==> src/rtl/counter_display.sv <==
// ============================================================================
// Module  : counter_display
// Brief   : Two-digit decimal up/down counter driving two active-low 7-seg
//           displays. Optional macro LEADING_ZERO_BLANK_EN blanks a zero tens.
// Revision: 1.0 - initial release
// ============================================================================
`default_nettype none

module counter_display #(
    parameter int SYNC_STAGES = 2,
    parameter int MAX_COUNT   = 99
) (
    input  logic       clk,
    input  logic       reset,
    input  logic       increment,
    input  logic       decrease,
    output logic [6:0] display_one_out,
    output logic [6:0] display_two_out
);

    localparam logic [6:0] c_max_count = 7'(MAX_COUNT);
    localparam logic [6:0] c_seg_blank = 7'h7F;

    logic [1:0] w_btn;
    logic [1:0] w_pulse;
    logic [6:0] r_count;
    logic [3:0] w_tens;
    logic [3:0] w_units;

    assign w_btn = {decrease, increment};

    // Bit 0 = increment path, bit 1 = decrease path
    for (genvar i = 0; i < 2; i++) begin : g_btn
        logic [SYNC_STAGES-1:0] r_sync;
        logic                   r_hist;

        always_ff @(posedge clk) begin
            if (reset) begin
                r_sync <= '0;
                r_hist <= 1'b0;
            end else begin
                r_sync <= {r_sync[SYNC_STAGES-2:0], w_btn[i]};
                r_hist <= r_sync[SYNC_STAGES-1];
            end
        end

        assign w_pulse[i] = r_sync[SYNC_STAGES-1] & ~r_hist;
    end

    always_ff @(posedge clk) begin
        if (reset) begin
            r_count <= '0;
        end else begin
            case (w_pulse)
                2'b01:   r_count <= (r_count == c_max_count) ? 7'd0 : r_count + 7'd1;
                2'b10:   r_count <= (r_count == 7'd0) ? c_max_count : r_count - 7'd1;
                default: r_count <= r_count;
            endcase
        end
    end

    // Tens digit by threshold compare; units is the remainder
    always_comb begin
        w_tens = 4'd0;
        for (int t = 1; t <= 9; t++) begin
            if (r_count >= 7'(10 * t)) begin
                w_tens = 4'(t);
            end
        end
        w_units = 4'(r_count - 7'(w_tens) * 7'd10);
    end

    function automatic logic [6:0] seg7(input logic [3:0] d);
        case (d)
            4'd0:    seg7 = 7'h40;
            4'd1:    seg7 = 7'h79;
            4'd2:    seg7 = 7'h24;
            4'd3:    seg7 = 7'h30;
            4'd4:    seg7 = 7'h19;
            4'd5:    seg7 = 7'h12;
            4'd6:    seg7 = 7'h02;
            4'd7:    seg7 = 7'h78;
            4'd8:    seg7 = 7'h00;
            4'd9:    seg7 = 7'h10;
            default: seg7 = c_seg_blank;
        endcase
    endfunction

    assign display_one_out = seg7(w_units);

`ifdef LEADING_ZERO_BLANK_EN
    assign display_two_out = (w_tens == 4'd0) ? c_seg_blank : seg7(w_tens);
`else
    assign display_two_out = seg7(w_tens);
`endif

endmodule

`default_nettype wire

==> config.mk <==
export PLATFORM = sky130hd
export DESIGN_NAME = counter_display
export DESIGN_NICKNAME = d
export VERILOG_FILES = /design/src/rtl/counter_display.sv
export SDC_FILE = /design/constraint.sdc
export NUM_CORES = 1
export LEC_CHECK = 0
export ABC_AREA = 1
export CORE_UTILIZATION = 55
export DETAILED_ROUTE_END_ITERATION = 10
export HOLD_SLACK_MARGIN = 0.12
export PLACE_DENSITY_LB_ADDON = 0.05
export REMOVE_ABC_BUFFERS = 1
export SLEW_MARGIN = 20
export SYNTH_ARGS = -nofsm -noshare
export SYNTH_HDL_FRONTEND = slang
export SYNTH_SLANG_ARGS = --single-unit
==> constraint.sdc <==
create_clock -name clk -period 9.6 [get_ports clk]
set_clock_uncertainty 0.05 [all_clocks]
set_input_delay 1.92 -clock clk [delete_from_list [all_inputs] [get_ports clk]]
set_output_delay 1.92 -clock clk [all_outputs]
set_load 0.1 [all_outputs]
==> insert_results.sql, run 1 <==
INSERT INTO impl_metrics (metric_group, metric, value, unit) VALUES
('floorplan', 'floorplan.die.width', '51.4', 'um'),
('clock_network', 'cts_root_buffer', 'sky130_fd_sc_hd__clkbuf_4', ''),
('timing', 'setup_tns', '0', 'ns'),
('layout', 'num_antenna_cells', '0', ''),
('worst_hold_path', 'hold_path.class', 'reg2reg', ''),
('layout', 'post_route_cells_drive_above_1_share', '13.4', '%'),
('setup_path', 'category_of_the_critical_setup_timing_path', 'reg2out', ''),
('floorplan', 'start_util', '59.6', '%'),
('setup_path', 'worstPathRequired', '7.63', 'ns'),
('yosys', 'synth_top_flop_cell', 'sky130_fd_sc_hd__dfxtp_1', ''),
('clock_network', 'cts.repair_timing.setup_buffer_count', '0', ''),
('drt', 'avgViaCountPerCell', '5.15', ''),
('floorplan', 'area_of_the_die', '0.00265', 'sq mm'),
('drt', 'route.final.wire_length', '2740', 'um'),
('layout', 'filler_cell_count', '212', ''),
('timing', 'worstMarginPinSlew', '0.975', 'ns'),
('yosys', 'yosysMostFrequentCell', 'sky130_fd_sc_hd__nand2_1', ''),
('timing', 'highest_clock_frequency_the_design_can_meet', '151', 'MHz'),
('placed_design', 'i_o_buffers', '17', ''),
('yosys', 'syn-cell-area', '0.00134', 'sq mm'),
('layout', 'syn2layout_area_growth', '15.0', '%'),
('drt', 'vias', '1256', ''),
('clock_network', 'clk_pin_slew_worst_setup_hold_paths', '0.07', 'ns'),
('timing', 'post-route-period-util', '68.8', '%'),
('drt', 'drtPass1Iterations', '4', ''),
('placed_design', 'hpwlAfterDp', '2230', 'um'),
('yosys', 'cell_types_occupying_the_most_area_after_synthesis', 'sky130_fd_sc_hd__dfxtp_1, sky130_fd_sc_hd__ha_1, sky130_fd_sc_hd__nand2_1', ''),
('status', 'outcome', 'completed', ''),
('floorplan', 'rows', '17', ''),
('yosys', 'synth.mux.area_fraction', '0', '%'),
('setup_path', 'critPathMaxFanout', '10', ''),
('drt', 'drtAntennaViolNets', '0', ''),
('layout', 'postLayoutCellArea', '0.00155', 'sq mm'),
('global_routing', 'gr-total-overflow', '0', ''),
('timing', 'timing.final.hold_violations', '0', ''),
('layout', 'final_nets', '236', ''),
('global_routing', 'global_route.usage.total', '23.8', '%'),
('clock_network', 'postCtsResizedCells', '0', ''),
('yosys', 'synth_area_in_compound_gates', '14.6', '%'),
('timing', 'tightest_hold_margin', '0.354', 'ns'),
('yosys', 'seq_area_frac_synth', '19.4', '%'),
('flow_run', 'max-cap-violations', '0', ''),
('yosys', 'synth_adder_area_share', '14.5', '%'),
('yosys', 'post_synth_xor_area_fraction', '7.73', '%'),
('global_routing', 'grt_antenna_before_repair', '0', ''),
('clock_network', 'worst_skew_pair.late_latency', '0.27', 'ns'),
('yosys', 'post_synth.cell_area_avg', '6.75', 'sq um'),
('yosys', 'yosysWarningCount', '0', ''),
('yosys', 'synth_top_family_by_area', 'simple AND/OR/NAND/NOR gates', ''),
('timing', 'timing_max_transition_violations_final', '0', ''),
('global_routing', 'grt_pass1_vias', '1154', ''),
('yosys', 'post_synth_num_cell_types', '30', ''),
('drt', 'route.detailed.drc', '0', ''),
('floorplan', 'floorplan.io_pins', '18', ''),
('timing', 'worst_slew_margin_rel', '34.8', '%'),
('timing', 'post-route-min-period', '6.61', 'ns'),
('yosys', 'netlist.top_cell.by_area', 'sky130_fd_sc_hd__dfxtp_1', ''),
('clock_network', 'cts_hold_buffers', '0', ''),
('yosys', 'synth_simple_gate_area_share', '31.8', '%'),
('yosys', 'synthCells', '199', ''),
('yosys', 'number_of_enable_type_register_cells_in_the_synthesized_netlist', '0', ''),
('clock_network', 'cts_max_level', '1', ''),
('setup_path', 'crit_path_arrival_time', '4.64', 'ns'),
('global_routing', 'grt_pass1_wl', '4800', 'um'),
('clock_network', 'tritoncts.num_buffers', '3', ''),
('yosys', 'synth.cells.most_frequent', 'sky130_fd_sc_hd__nand2_1, sky130_fd_sc_hd__inv_1, sky130_fd_sc_hd__o21ai_0, sky130_fd_sc_hd__nor2_1, sky130_fd_sc_hd__ha_1', ''),
('global_routing', 'grt_start_max_net_pins', '11', ''),
('setup_path', 'crit_path_end_kind', 'output port', ''),
('floorplan', 'fp.dieH', '51.4', 'um'),
('timing', 'setup_repair_after_global_routing_missed_its_margin', 'false', ''),
('floorplan', 'core_area', '0.00225', 'sq mm');
[through the flow]
stage                     setup WS, ns  instances  utilization (%)
after floorplan                   3.87        195                -
after global placement            3.47        240             67.4
after detailed placement          3.26        240             67.4
after CTS                         2.94        244             68.5
after global routing              2.66        244             68.5
final                             2.99        244             68.5
[per-layer routing]
layer  global-route usage (%)  vias up  part of all wire, %
met5                        0        -                    0
li1                         -      664                    -
met2                     42.6       33                   49
met3                     2.38        2                  4.6
met4                     9.01        0                 0.58
met1                     28.7      557                   46
[cell families (layout without fill, tap and decap cells)]
logic type | Yosys count | in the layout
AND/OR/NAND/NOR | 85 | 85
buffers and inverters | 39 | 56
AO/OA/AOI/OAI | 36 | 36
adder cells (fa/ha/maj) | 15 | 15
flip-flops | 13 | 13
XOR/XNOR | 11 | 11
[area by class of cell]
type	count	area, sq um	share of cell area [%]
inverters	35	131	8.50
flip-flops and latches	13	260	16.8
repair buffers	17	170	11.0
clock buffers	4	26.3	1.70
well taps	28	35.0	2.27
multi-input cells	147	922	59.7
[layout by cell type, fill, tap and decap left out, types with 7 or more instances in the layout]
cell,Yosys,layout
sky130_fd_sc_hd__o21ai_0,17,17
sky130_fd_sc_hd__a21oi_1,9,9
sky130_fd_sc_hd__clkdlybuf4s50_1,0,17
sky130_fd_sc_hd__nand2_1,39,39
sky130_fd_sc_hd__nor2_1,16,16
sky130_fd_sc_hd__dfxtp_1,13,13
sky130_fd_sc_hd__inv_2,7,7
sky130_fd_sc_hd__ha_1,14,14
sky130_fd_sc_hd__xor2_1,8,8
sky130_fd_sc_hd__inv_1,28,28
sky130_fd_sc_hd__nand3_1,11,11
[registers in the layout (all words and copies together) (netlist names)]
register / cells
r_count: 7
g_btn.r_sync: 4
g_btn.r_hist: 2
[worst paths after layout]
| path | startpoint | endpoint | slack, ns | depth (start not counted) |
|---|---|---|---|---|
| worst max register to register | r_count[0] | r_count[4] | 7.50 | 11 |
| worst min register to register | g_btn[1].r_sync[0] | g_btn[1].r_sync[1] | 0.35 | 2 |
| worst max-delay path | r_count[0] | display_one_out[2] | 2.99 | 22 |
| worst min-delay path | g_btn[1].r_sync[0] | g_btn[1].r_sync[1] | 0.35 | 2 |
[critical path: stages, from the launching register on]
cell	delay, ns
sky130_fd_sc_hd__dfxtp_1	0.48
sky130_fd_sc_hd__inv_1	0.23
sky130_fd_sc_hd__ha_1	0.25
sky130_fd_sc_hd__nand3_1	0.08
sky130_fd_sc_hd__nand3_1	0.10
sky130_fd_sc_hd__nand2_2	0.09
sky130_fd_sc_hd__nand2_1	0.05
sky130_fd_sc_hd__nand2_1	0.05
sky130_fd_sc_hd__nand2_1	0.04
sky130_fd_sc_hd__nand2_1	0.06
sky130_fd_sc_hd__nand2_2	0.08
sky130_fd_sc_hd__nand2_4	0.12
sky130_fd_sc_hd__inv_1	0.08
sky130_fd_sc_hd__ha_1	0.19
sky130_fd_sc_hd__fa_1	0.38
sky130_fd_sc_hd__xnor2_1	0.30
sky130_fd_sc_hd__xor2_2	0.16
sky130_fd_sc_hd__inv_2	0.07
sky130_fd_sc_hd__nand3_2	0.14
sky130_fd_sc_hd__nand2_2	0.14
sky130_fd_sc_hd__nand2_4	0.07
sky130_fd_sc_hd__nand2_1	0.08
sky130_fd_sc_hd__clkdlybuf4s50_1	1.14
Power of run 1 is left out: the tool's default activity adds up to more than one toggle a clock period on the data nets, which glitch-free logic cannot reach.
==> inputs of run 2 (changes only) <==
CORE_UTILIZATION = 49   (was 55)
clock period = 5.6 ns   (was 9.6 ns; I/O delays follow)
==> insert_results.sql, run 2 (synthesized netlist as in run 1, its figures left out) <==
INSERT INTO impl_metrics (metric_group, metric, value, unit) VALUES
('status', 'outcome', 'completed', ''),
('timing', 'highest_clock_frequency_the_design_can_meet', '202', 'MHz'),
('setup_path', 'worstPathRequired', '4.43', 'ns'),
('flow_run', 'max-cap-violations', '0', ''),
('global_routing', 'grt_pass1_vias', '1138', ''),
('placed_design', 'hpwlAfterDp', '2230', 'um'),
('clock_network', 'cts_sinks', '13', ''),
('floorplan', 'area_of_the_die', '0.00296', 'sq mm'),
('layout', 'num_antenna_cells', '0', ''),
('clock_network', 'postCtsResizedCells', '0', ''),
('clock_network', 'clk_pin_slew_worst_setup_hold_paths', '0.07', 'ns'),
('drt', 'drtPass1Iterations', '4', ''),
('floorplan', 'fp.dieH', '54.4', 'um'),
('layout', 'biggestRegsByFlops', 'r_count x7, g_btn.r_sync x4, g_btn.r_hist x2', ''),
('clock_network', 'cts_root_buffer', 'sky130_fd_sc_hd__clkbuf_4', ''),
('setup_path', 'reg2reg_setup_slack', '3.50', 'ns'),
('clock_network', 'max-clock-path-buffers', '2', ''),
('floorplan', 'rows', '18', ''),
('global_routing', 'grt_pass1_wl', '4660', 'um'),
('timing', 'timing.final.ws_setup', '0.657', 'ns'),
('setup_path', 'critPathMaxFanout', '10', ''),
('drt', 'vias', '1270', ''),
('layout', 'multi_input_area', '922', 'sq um'),
('setup_path', 'regToRegStartpoint', 'r_count[0]', ''),
('global_routing', 'global_route.usage.total', '21.5', '%'),
('timing', 'final_setup_violating_endpoints', '0', ''),
('timing', 'post-route-period-util', '88.3', '%'),
('placed_design', 'i_o_buffers', '17', ''),
('worst_hold_path', 'holdCritStartpoint', 'g_btn[1].r_sync[0]', ''),
('layout', 'layout.area.seq', '260', 'sq um'),
('placed_design', 'dp_worst_setup_slack', '0.925', 'ns'),
('global_routing', 'grt_start_max_net_pins', '11', ''),
('timing', 'worst_slew_margin_rel', '35.7', '%'),
('global_routing', 'gr-total-overflow', '0', ''),
('timing', 'tightest_hold_margin', '0.362', 'ns'),
('setup_path', 'reg2reg_to', 'r_count[4]', ''),
('layout', 'max_flop_register', 'r_count', ''),
('setup_path', 'timing.reg2reg.worst_path_depth', '11', ''),
('timing', 'setup_repair_after_global_routing_missed_its_margin', 'false', ''),
('drt', 'route.detailed.drc', '0', ''),
('clock_network', 'cts_tree', 'built', ''),
('layout', 'final_cell_mix', 'sky130_fd_sc_hd__nand2_1, sky130_fd_sc_hd__inv_1, sky130_fd_sc_hd__o21ai_0', ''),
('timing', 'timing.final.hold_violations', '0', ''),
('timing', 'post-route-min-period', '4.94', 'ns'),
('floorplan', 'core_area', '0.00254', 'sq mm'),
('setup_path', 'timing.critical_path.from_type', 'flop', ''),
('clock_network', 'worst_skew_pair.late_latency', '0.27', 'ns'),
('worst_hold_path', 'hold_path.class', 'reg2reg', ''),
('layout', 'layout.cells.non_filler', '246', ''),
('worst_hold_path', 'hold_path_depth', '2', ''),
('layout', 'syn2layout_area_growth', '13.9', '%'),
('drt', 'avgViaCountPerCell', '5.16', ''),
('setup_path', 'category_of_the_critical_setup_timing_path', 'reg2out', ''),
('worst_hold_path', 'timing.hold.worst_endpoint', 'g_btn[1].r_sync[1]', ''),
('layout', 'final_common_cell', 'sky130_fd_sc_hd__nand2_1', ''),
('timing', 'worstMarginPinSlew', '0.962', 'ns'),
('floorplan', 'floorplan.io_pins', '18', ''),
('floorplan', 'start_util', '52.8', '%'),
('clock_network', 'cts_max_level', '1', ''),
('clock_network', 'tritoncts.num_buffers', '3', ''),
('clock_network', 'cts_hold_buffers', '0', ''),
('placed_design', 'globalplace.congestion', '0.895', ''),
('clock_network', 'cts.repair_timing.setup_buffer_count', '0', ''),
('drt', 'post_detailed_route_wirelength_per_cell', '11.0', 'um'),
('floorplan', 'floorplan.die.width', '54.4', 'um'),
('drt', 'drt_first_iter_violations', '41', ''),
('timing', 'setup_tns', '0', 'ns'),
('placed_design', 'dp.cells', '242', ''),
('layout', 'post_route_cells_drive_above_1_share', '16.7', '%'),
('global_routing', 'grt_antenna_before_repair', '0', ''),
('drt', 'route.final.wire_length', '2710', 'um'),
('setup_path', 'crit_path_end_kind', 'output port', ''),
('layout', 'final_nets', '236', ''),
('layout', 'flip_flop_count_of_the_largest_register_after_layout', '7', ''),
('layout', 'filler_cell_count', '249', ''),
('drt', 'drtAntennaViolNets', '0', ''),
('setup_path', 'crit_path_arrival_time', '3.77', 'ns'),
('timing', 'timing_max_transition_violations_final', '0', '');
-- run 2: changes by cell type in the layout (fill, tap and decap cells not counted), sizes merged --
cell and change:
clkdlybuf4s50 -7, buf +7
-- run 2: through the flow --
step	util, %	cell area [sq um]
global route	60.1	1530
CTS	60.1	1530
finish	60.1	1530
floorplan	-	1310
detailed placement	59.1	1500
global placement	59.1	1500
-- run 2: layout make-up --
| class | count | area share, % |
|---|---|---|
| Inverter | 35 | 8.59 |
| Sequential cell | 13 | 17.0 |
| Timing Repair Buffer | 17 | 9.98 |
| Multi-Input combinational cell | 147 | 60.3 |
| Tap cell | 30 | 2.45 |
| Clock buffer | 4 | 1.72 |
-- run 2: metal layers --
metal | track usage (%) | up-vias | wire length, um
met5 | 0 | - | 0
met4 | 11.5 | 0 | 53
met3 | 2.50 | 7 | 171
met2 | 37.2 | 46 | 1280
met1 | 25.7 | 549 | 1210
li1 | - | 668 | -
-- run 2: how the worst max path moves through the flow --
stage,start,endpoint,slack (ns),cells past startpoint
floorplan,r_count[3],display_two_out[3],0.67,9
global placement,r_count[0],display_one_out[6],1.04,22
detailed placement,r_count[0],display_one_out[5],0.93,22
CTS,r_count[0],display_one_out[5],0.60,22
global route,r_count[0],display_one_out[6],0.30,22
finish,r_count[0],display_one_out[1],0.66,22
-- run 2: critical path, stage by stage, from the launching register on --
cell and delay [ns]:
sky130_fd_sc_hd__dfxtp_1 0.50, sky130_fd_sc_hd__inv_1 0.24, sky130_fd_sc_hd__ha_1 0.25, sky130_fd_sc_hd__nand3_1 0.08, sky130_fd_sc_hd__nand3_1 0.10, sky130_fd_sc_hd__nand2_2 0.09
sky130_fd_sc_hd__nand2_1 0.05, sky130_fd_sc_hd__nand2_1 0.05, sky130_fd_sc_hd__nand2_1 0.04, sky130_fd_sc_hd__nand2_1 0.06, sky130_fd_sc_hd__nand2_2 0.08, sky130_fd_sc_hd__nand2_4 0.12
sky130_fd_sc_hd__inv_1 0.08, sky130_fd_sc_hd__ha_1 0.19, sky130_fd_sc_hd__fa_1 0.37, sky130_fd_sc_hd__xnor2_1 0.26, sky130_fd_sc_hd__xor2_2 0.15, sky130_fd_sc_hd__inv_2 0.07
sky130_fd_sc_hd__nand3_2 0.14, sky130_fd_sc_hd__nand2_2 0.15, sky130_fd_sc_hd__nand2_4 0.07, sky130_fd_sc_hd__nand2_1 0.06, sky130_fd_sc_hd__buf_4 0.28
Power of run 2 is left out for the same reason.
==> inputs of run 3 (changes only) <==
SLEW_MARGIN = not set   (was 20)
TNS_END_PERCENT = 30   (was not set)
==> results of run 3 <==
Same layout as run 2: the final DEF is identical, and so are final timing and power.
Power of run 3 is left out for the same reason.
